[config.mk]
export PLATFORM = sky130hd
export DESIGN_NAME = fetch_queue_stage
export DESIGN_NICKNAME = d
export VERILOG_FILES = /design/src/rtl/fetch_pkg.sv /design/src/rtl/fetch_queue_stage_instr_queue.sv /design/src/rtl/fetch_queue_stage.sv
export SDC_FILE = /design/constraint.sdc
export NUM_CORES = 1
export LEC_CHECK = 0
export ABC_AREA = 1
export CORE_UTILIZATION = 57
export CTS_BUF_LIST = sky130_fd_sc_hd__clkbuf_2
export DETAILED_ROUTE_END_ITERATION = 8
export GPL_TIMING_DRIVEN = 0
export MAX_ROUTING_LAYER = met4
export PLACE_DENSITY = 0.85
export SLEW_MARGIN = 5
export SYNTH_ARGS = -nofsm -noshare
export SYNTH_HDL_FRONTEND = slang
export SYNTH_SLANG_ARGS = --single-unit
[constraint.sdc]
create_clock -name clk -period 5.55 [get_ports clk]
set_input_delay 0.8325 -clock clk [delete_from_list [all_inputs] [get_ports clk]]
set_output_delay 0.8325 -clock clk [all_outputs]
set_load 0.01 [all_outputs]
[src/rtl/fetch_pkg.sv]
// Shared constants and queue-entry layout for the instruction fetch stage.
// Imported by the queue, the stage top and the bench.
package fetch_pkg;

  localparam int DEFAULT_ADDR_WIDTH  = 32;
  localparam int DEFAULT_INSTR_WIDTH = 32;
  localparam int DEFAULT_PC_STEP     = 4;
  localparam int DEFAULT_QUEUE_DEPTH = 4;

  localparam logic [31:0] RESET_PC = 32'h0000_0010;

  // Queue entry for the default widths; the stage packs {pc, instr} in this order
  typedef struct packed {
    logic [DEFAULT_ADDR_WIDTH-1:0]  pc;
    logic [DEFAULT_INSTR_WIDTH-1:0] instr;
  } fetch_entry_t;

  // Width of the occupancy counter for a queue of the given depth
  function automatic int count_width(input int depth);
    return $clog2(depth) + 1;
  endfunction

endpackage

[src/rtl/fetch_queue_stage_instr_queue.sv]
// Synchronous FIFO used as the fetch-to-decode instruction queue.
// Head is read combinationally; flush clears occupancy without touching storage.
module instr_queue
  import fetch_pkg::*;
#(
  parameter int WIDTH = 64,
  parameter int DEPTH = DEFAULT_QUEUE_DEPTH
) (
  input  logic                       clk,
  input  logic                       reset,
  input  logic                       flush,
  input  logic                       push,
  input  logic [WIDTH-1:0]           push_data,
  input  logic                       pop,
  output logic [WIDTH-1:0]           head_data,
  output logic [$clog2(DEPTH):0]     count
);

  localparam int PW = $clog2(DEPTH);
  localparam int CW = PW + 1;

  logic [WIDTH-1:0] mem_r [DEPTH];
  logic [PW-1:0]    wr_ptr_r;
  logic [PW-1:0]    rd_ptr_r;
  logic [CW-1:0]    count_r;
  logic             full_s;
  logic             empty_s;
  logic             push_ok_s;
  logic             pop_ok_s;

  // Occupancy flags and guarded push/pop so the FIFO can never over- or underflow
  always_comb begin
    full_s    = (count_r == CW'(DEPTH));
    empty_s   = (count_r == {CW{1'b0}});
    push_ok_s = 1'b0;
    pop_ok_s  = 1'b0;
    if (pop && !empty_s) begin
      pop_ok_s = 1'b1;
    end else begin
      pop_ok_s = 1'b0;
    end
    if (push && (!full_s || pop_ok_s)) begin
      push_ok_s = 1'b1;
    end else begin
      push_ok_s = 1'b0;
    end
  end

  // Storage write; no reset needed since count gates visibility of every slot
  always_ff @(posedge clk) begin
    if (push_ok_s && !flush && !reset) begin
      mem_r[wr_ptr_r] <= push_data;
    end
  end

  // Pointer and occupancy update; pointers wrap naturally as DEPTH is a power of two
  always_ff @(posedge clk) begin
    if (reset) begin
      wr_ptr_r <= {PW{1'b0}};
      rd_ptr_r <= {PW{1'b0}};
      count_r  <= {CW{1'b0}};
    end else if (flush) begin
      wr_ptr_r <= {PW{1'b0}};
      rd_ptr_r <= {PW{1'b0}};
      count_r  <= {CW{1'b0}};
    end else begin
      if (push_ok_s) begin
        wr_ptr_r <= wr_ptr_r + PW'(1);
      end
      if (pop_ok_s) begin
        rd_ptr_r <= rd_ptr_r + PW'(1);
      end
      count_r <= count_r + CW'(push_ok_s) - CW'(pop_ok_s);
    end
  end

  assign head_data = mem_r[rd_ptr_r];
  assign count     = count_r;

endmodule

[src/rtl/fetch_queue_stage.sv]
// Instruction fetch stage: owns the PC, captures same-cycle memory data into
// the instruction queue, and lets a branch redirect flush the queue and reload the PC.
module fetch_queue_stage
  import fetch_pkg::*;
#(
  parameter int                    ADDR_WIDTH  = DEFAULT_ADDR_WIDTH,
  parameter int                    INSTR_WIDTH = DEFAULT_INSTR_WIDTH,
  parameter logic [ADDR_WIDTH-1:0] INITIAL_PC  = ADDR_WIDTH'(RESET_PC),
  parameter int                    PC_STEP     = DEFAULT_PC_STEP,
  parameter int                    QUEUE_DEPTH = DEFAULT_QUEUE_DEPTH
) (
  input  logic                         clk,
  input  logic                         reset,
  input  logic [ADDR_WIDTH-1:0]        fst_in_branch_address,
  input  logic                         fst_in_branch_enable,
  input  logic [INSTR_WIDTH-1:0]       fst_in_instr,
  output logic [ADDR_WIDTH-1:0]        fst_out_instr_address,
  output logic                         fst_out_fetch_en,
  output logic [INSTR_WIDTH-1:0]       fst_out_instr,
  output logic [ADDR_WIDTH-1:0]        fst_out_instr_pc,
  output logic                         fst_out_valid,
  input  logic                         fst_in_ready,
  output logic [$clog2(QUEUE_DEPTH):0] fst_out_count
);

  localparam int CW = count_width(QUEUE_DEPTH);
  localparam int EW = ADDR_WIDTH + INSTR_WIDTH;

  logic [ADDR_WIDTH-1:0] pc_r;
  logic [CW-1:0]         count_s;
  logic                  valid_s;
  logic                  pop_s;
  logic                  fetch_en_s;
  logic [EW-1:0]         push_data_s;
  logic [EW-1:0]         head_s;

  // Handshake and fetch decision; a redirect suppresses both push and pop,
  // and a full queue still fetches when the head leaves this edge
  always_comb begin
    valid_s    = (count_s != {CW{1'b0}});
    pop_s      = 1'b0;
    fetch_en_s = 1'b0;
    if (valid_s && fst_in_ready && !fst_in_branch_enable) begin
      pop_s = 1'b1;
    end else begin
      pop_s = 1'b0;
    end
    if (!reset && !fst_in_branch_enable &&
        ((count_s < CW'(QUEUE_DEPTH)) || pop_s)) begin
      fetch_en_s = 1'b1;
    end else begin
      fetch_en_s = 1'b0;
    end
  end

  // PC register: reset beats redirect, redirect beats sequential advance
  always_ff @(posedge clk) begin
    if (reset) begin
      pc_r <= INITIAL_PC;
    end else if (fst_in_branch_enable) begin
      pc_r <= fst_in_branch_address;
    end else if (fetch_en_s) begin
      pc_r <= pc_r + ADDR_WIDTH'(PC_STEP);
    end else begin
      pc_r <= pc_r;
    end
  end

  assign push_data_s = {pc_r, fst_in_instr};

  instr_queue #(
    .WIDTH (EW),
    .DEPTH (QUEUE_DEPTH)
  ) u_instr_queue (
    .clk       (clk),
    .reset     (reset),
    .flush     (fst_in_branch_enable),
    .push      (fetch_en_s),
    .push_data (push_data_s),
    .pop       (pop_s),
    .head_data (head_s),
    .count     (count_s)
  );

  assign fst_out_instr_address = pc_r;
  assign fst_out_fetch_en      = fetch_en_s;
  assign fst_out_instr_pc      = head_s[EW-1 -: ADDR_WIDTH];
  assign fst_out_instr         = head_s[INSTR_WIDTH-1:0];
  assign fst_out_valid         = valid_s;
  assign fst_out_count         = count_s;

endmodule
Word-level counts from Yosys, hierarchy flattened
Memory sizes are Yosys's and may differ from the RTL's. A register that Yosys moved wholly into a read port is not among the register bits.
Cells that the tools add are included.
{"block": "word_totals", "word_cells": 40, "mem_bits_rw": 256, "output_inout_bits": 101, "mem_count": 1, "ff_bits": 39, "input_bits": 68}
{"block": "classes", "mux": 10, "magnitude_cmp": 1, "n_reduce_logical": 18, "addsub": 5, "eq_ne": 1}
{"memory": "u_instr_queue.mem_r", "words": 4, "word_bits": 64, "read_ports": 1, "rd_ports_with_merged_regs": 1, "write_ports": 1, "line_no": "fetch_queue_stage_instr_queue.sv:22", "rtl": "logic [WIDTH-1:0] mem_r [DEPTH];"}
{"op": "2-to-1 mux 32 bit", "count": 2}
{"op": "adder 32 x 3 -> 32 bit (second input constant)", "count": 1}
{"op": "logical AND 1 bit", "count": 8}
{"op": "2-to-1 mux 1 bit", "count": 6}
{"op": "adder 2 x 1 -> 2 bit (second input constant)", "count": 2}
{"op": "logical NOT 1 bit", "count": 4}
{"op": "2-to-1 mux 2 bit", "count": 2}
{"op": "adder 3 x 1 -> 3 bit", "count": 1}
{"op": "equality test 3 bit (second input constant)", "count": 1}
{"op": "logical NOT 3 bit", "count": 1}
{"op": "< comparator 3 bit (second input constant)", "count": 1}
{"op": "nonzero test 3 bit", "count": 1}
{"op": "subtractor 3 x 1 -> 3 bit", "count": 1}
{"op": "logical OR 1 bit", "count": 2}
{"op": "nonzero test 2 bit", "count": 1}
{"op": "OR reduction 2 bit", "count": 1}

Logic depth before layout (Yosys ltp)
{"block": "depth", "word_depth": 13, "ltp_mapped": 10, "mapped_depth_nobuf": 10}

Hierarchy
From an unflattened synthesis, not the netlist that was laid out.
{"block": "unflattened", "cells_unflattened": 1055, "area_unflattened_um2": 12348.1}
{"mod": "instr_queue", "cells_per_inst": 690, "seq_area_each_um2": 7867.5, "instances": 1, "area_each_um2": 9998.3}
{"mod": "fetch_queue_stage", "cells_per_inst": 365, "seq_area_each_um2": 640.6, "instances": 1, "area_each_um2": 2349.8}

Least setup slack after synthesis
Ideal clock, no wire load.
{"block": "synth_path", "path_kind": "input to register", "from": "input port fst_in_branch_enable", "to": "memory u_instr_queue.mem_r[0][0] (enable)", "stages": 7, "arrival_ns": 4.147, "required_ns": 5.063, "path_buffers": 2, "setup_time_ns": 0.487, "slack_ns": 0.916, "path_cell_list": "buf_6 -> nor2_4 -> inv_4 -> nor2_8 -> inv_2 -> buf_6 -> nor2_1"}
{"block": "synth_between", "elab_chain_len": 12, "elab_cells_between_ends": 16, "cone_classes": "6 x mux; 10 x reduce/logical"}
{"item": "from (decl)", "line_no": "fetch_queue_stage.sv:15", "rtl": "input logic fst_in_branch_enable,"}
{"item": "logical NOT 1 bit *", "line_no": "fetch_queue_stage_instr_queue.sv:51, fetch_queue_stage.sv:43, fetch_queue_stage.sv:48"}
{"item": "logical AND 1 bit", "line_no": "fetch_queue_stage.sv:43", "rtl": "if (valid_s && fst_in_ready && !fst_in_branch_enable) begin"}
{"item": "2-to-1 mux 1 bit", "line_no": "fetch_queue_stage.sv:43"}
{"item": "logical OR 1 bit / logical AND 1 bit (equally long branches)", "line_no": "fetch_queue_stage.sv:49, fetch_queue_stage_instr_queue.sv:37"}
{"item": "logical AND 1 bit / 2-to-1 mux 1 bit (equally long branches)", "line_no": "fetch_queue_stage.sv:48, fetch_queue_stage_instr_queue.sv:37"}
{"item": "2-to-1 mux 1 bit / logical OR 1 bit (equally long branches)", "line_no": "fetch_queue_stage.sv:48, fetch_queue_stage_instr_queue.sv:42"}
{"item": "logical AND 1 bit", "line_no": "fetch_queue_stage_instr_queue.sv:42", "rtl": "if (push && (!full_s || pop_ok_s)) begin"}
{"item": "2-to-1 mux 1 bit", "line_no": "fetch_queue_stage_instr_queue.sv:42"}
{"item": "logical AND 1 bit * (2 in series)", "line_no": "fetch_queue_stage_instr_queue.sv:51", "rtl": "if (push_ok_s && !flush && !reset) begin"}
{"item": "2-to-1 mux 1 bit *", "line_no": "fetch_queue_stage_instr_queue.sv:51"}
{"item": "2-to-1 mux 1 bit (not written as such) *", "line_no": "fetch_queue_stage_instr_queue.sv:52", "rtl": "mem_r[wr_ptr_r] <= push_data;"}
{"item": "to (decl)", "line_no": "fetch_queue_stage_instr_queue.sv:22"}
Mark *: on every way between the ends. The rest lies on a longest branch, timed or not.

==> run metrics <==
R2R setup slack 3.05 ns; worst-path cell chain buf_2 > inv_1 > buf_2 > clkbuf_1 > o21ai_0 > o22ai_1 > clkdlybuf4s50_1; Post-CTS Setup Bufs 0; asr flop ratio synth 0; Synth area leaders edfxtp_1 64%, dfxtp_1 6.8%, nor2_1 6.6%, o21ai_0 5.7%, nand2_1 4.1%; Rel. slew slack 0.403; Tmin final 3.98 ns; crit share post-route 0.718; CP endpoint kind output port; PwrDens 286 mW/mm²; Hold Path Depth 4; multi-input logic area 0.00316 mm²; RePlAce Congestion 0.954; die height 148 µm; Top FF cell, synth edfxtp_1; Post-DP Area 0.0143 mm²; CP Launch Type flip-flop; I/O pin count 169; H-tree Lvls 3; initial antenna violation count 2; Final Cell Area 0.0150 mm²; clock skew 0.0457 ns; r2r startpoint u_instr_queue.count[2]$_SDFF_PP0_; syn nets 1129; overflow left after global routing 0; CTS tree built; Data arrival, critical path 3.15 ns; All-Layer GR Usage 0.286; Tot Pwr 4280 µW; Worst R2R End u_instr_queue.mem_r[0][20]$_DFFE_PP_; count of final setup violators 0; leading area contributor after synthesis edfxtp_1; Final Max Tran Viols 0; Synth Cell Area 0.0121 mm²; Clock transition at path regs 0.10 ns; RSZ-0062 raised after global routing no; register area 0.00851 mm²; Post-Syn Instances 1053; Worst R2R Path Depth 8; fraction of layout cells with a size suffix above 1 0.114; DRC viols 0; Layout Nets 1377; count of final hold-check violations 0; stages on the worst setup path 7; status finished clean; CP Max Fanout 10; placeable core area 0.0205 mm²; post-synthesis sequential area ratio 0.704; DRT iter0 DRCs 867; Syn Area/Cell 11.5 µm²; VDD IR max 0.230 mV; Worst Setup EP fst_out_instr_pc[12]; clk sink count 297; Clock Tree Buf Depth 3; ANT nets after route 0; MaxCap Viol Count 0; f_max 251 MHz; EDFF count, synth 256; WP buf/inv 5; Rows 52; P&R area growth vs syn 23.7%; Synth Warn # 0; largest net degree at the start of global routing 30; synth unique cells 35; via count 9224; most common cell in the netlist edfxtp_1; post-CTS sizing 0; average vias per placed instance 5.69; first-pass GRT wire length 46100 µm; hold buffer count at CTS 0; drt pass-1 iters 6; Starting Density 0.590; CP peak stage delay 0.62 ns; DIE AREA 0.0218 mm²; total clock buffers created by CTS 71; Final Routed Wirelength 29900 µm; most frequent cells after synthesis 256 x edfxtp_1, 211 x nor2_1, 138 x o21ai_0; IO Port Bufs 167; required time of the critical path 4.72 ns; P_leak 0.00522 µW; setup TNS 0 ns; Root Buffer clkbuf_2; post-synth top area share 0.636; detail-routed net length per standard cell 18.4 µm; filler cell count 1386; Hold Path Class input pin to flip-flop; WHS 0.401 ns; die span in x 148 µm; most used cell, CP buf_2; slowest CP cell clkdlybuf4s50_1; Synth Register Bits 297; vias in the first global route 9134; worst-skew pair later-pin latency 0.79 ns; Setup CP Type flip-flop to output port; HPWL Detailed 19600 µm; worst-margin pin slew 0.894 ns; CP top delay family buffers and inverters
worst register-to-register path, cell delays in order, from the launching register on:
cell and delay, ns:
dfxtp_1 0.35, inv_1 0.18, nor2_8 0.07, nor2_8 0.20
inv_2 0.08, buf_6 0.17, nor2_4 0.68, buf_16 0.26
buf_12 0.21
report_power, final:
| part | switching (µW) | total [µW] | leakage (µW) | internal (µW) |
|---|---|---|---|---|
| combinational | 175 | 345 | 0.00205 | 169 |
| clock | 804 | 1390 | 0.000492 | 584 |
| sequential | 57.4 | 2540 | 0.00268 | 2490 |
through the flow:
step | cells | util | setup slack [ns]
floorplan | 1053 | - | 0.916
global placement | 1490 | 0.688 | -1.62
detailed placement | 1498 | 0.698 | 2.08
CTS | 1621 | 0.730 | 1.52
global route | 1622 | 0.730 | 1.45
finish | 1622 | 0.730 | 1.57
worst min-delay path by stage:
stage	start	to
final	fst_in_branch_enable	u_instr_queue.count[2]$_SDFF_PP0_
after floorplan	u_instr_queue.rd_ptr_r[1]$_SDFFE_PP0P_	flip-flop
after CTS	fst_in_branch_enable	u_instr_queue.count[2]$_SDFF_PP0_
after detailed placement	u_instr_queue.wr_ptr_r[0]$_SDFFE_PP0N_	u_instr_queue.wr_ptr_r[0]$_SDFFE_PP0N_
after global routing	fst_in_branch_enable	u_instr_queue.count[2]$_SDFF_PP0_
after global placement	u_instr_queue.wr_ptr_r[0]$_SDFFE_PP0N_	u_instr_queue.wr_ptr_r[0]$_SDFFE_PP0N_
final cells by class:
| type | instances | area share |
|---|---|---|
| tap | 270 | 0.0226 |
| clock inverter | 21 | 0.00895 |
| clock buffer | 102 | 0.0341 |
| sequential | 297 | 0.569 |
| buffer | 56 | 0.0175 |
| inverter | 50 | 0.0127 |
| multi-input combinational | 650 | 0.211 |
| timing repair buffer | 175 | 0.124 |
| antenna | 1 | 0.000167 |
layer usage:
metal | routed length [µm] | track usage
met1 | 11500 | 0.354
met4 | 889 | 0.151
met5 | 0 | -
met2 | 14900 | 0.459
met3 | 2600 | 0.0429
cells by family (layout without fill, tap and decap cells):
logic type / count (synthesis) / in the layout / share of synthesized area
DFF: 297 / 297 / 0.704
other: 0 / 1 / 0
buffers and inverters: 106 / 404 / 0.0374
xor gates and xnor gates: 5 / 5 / 0.00362
adders and majority gates: 8 / 8 / 0.00890
and+or+nand+nor: 387 / 387 / 0.131
AOI/OAI and AO/OA: 250 / 250 / 0.116
sequential cells by signal, indices dropped and copies added, names as in the netlist, named ones only:
register                cells
u_instr_queue.wr_ptr_r      2
fst_out_instr_address      32
u_instr_queue.rd_ptr_r      2
u_instr_queue.mem_r       256
u_instr_queue.count         3
cells in the final DEF, fill, tap and decap left out, drive strengths merged, types with 3 or more instances in the layout:
master           n
clkbuf         143
xnor2            3
a211oi           6
inv             51
ha               7
clkinv          18
buf             23
a21oi           28
o21ai          139
nand3           34
dfxtp           41
nor2           220
o22ai           70
edfxtp         256
nand2          132
clkdlybuf4s50  167
(Power assumes the default switching activity.)
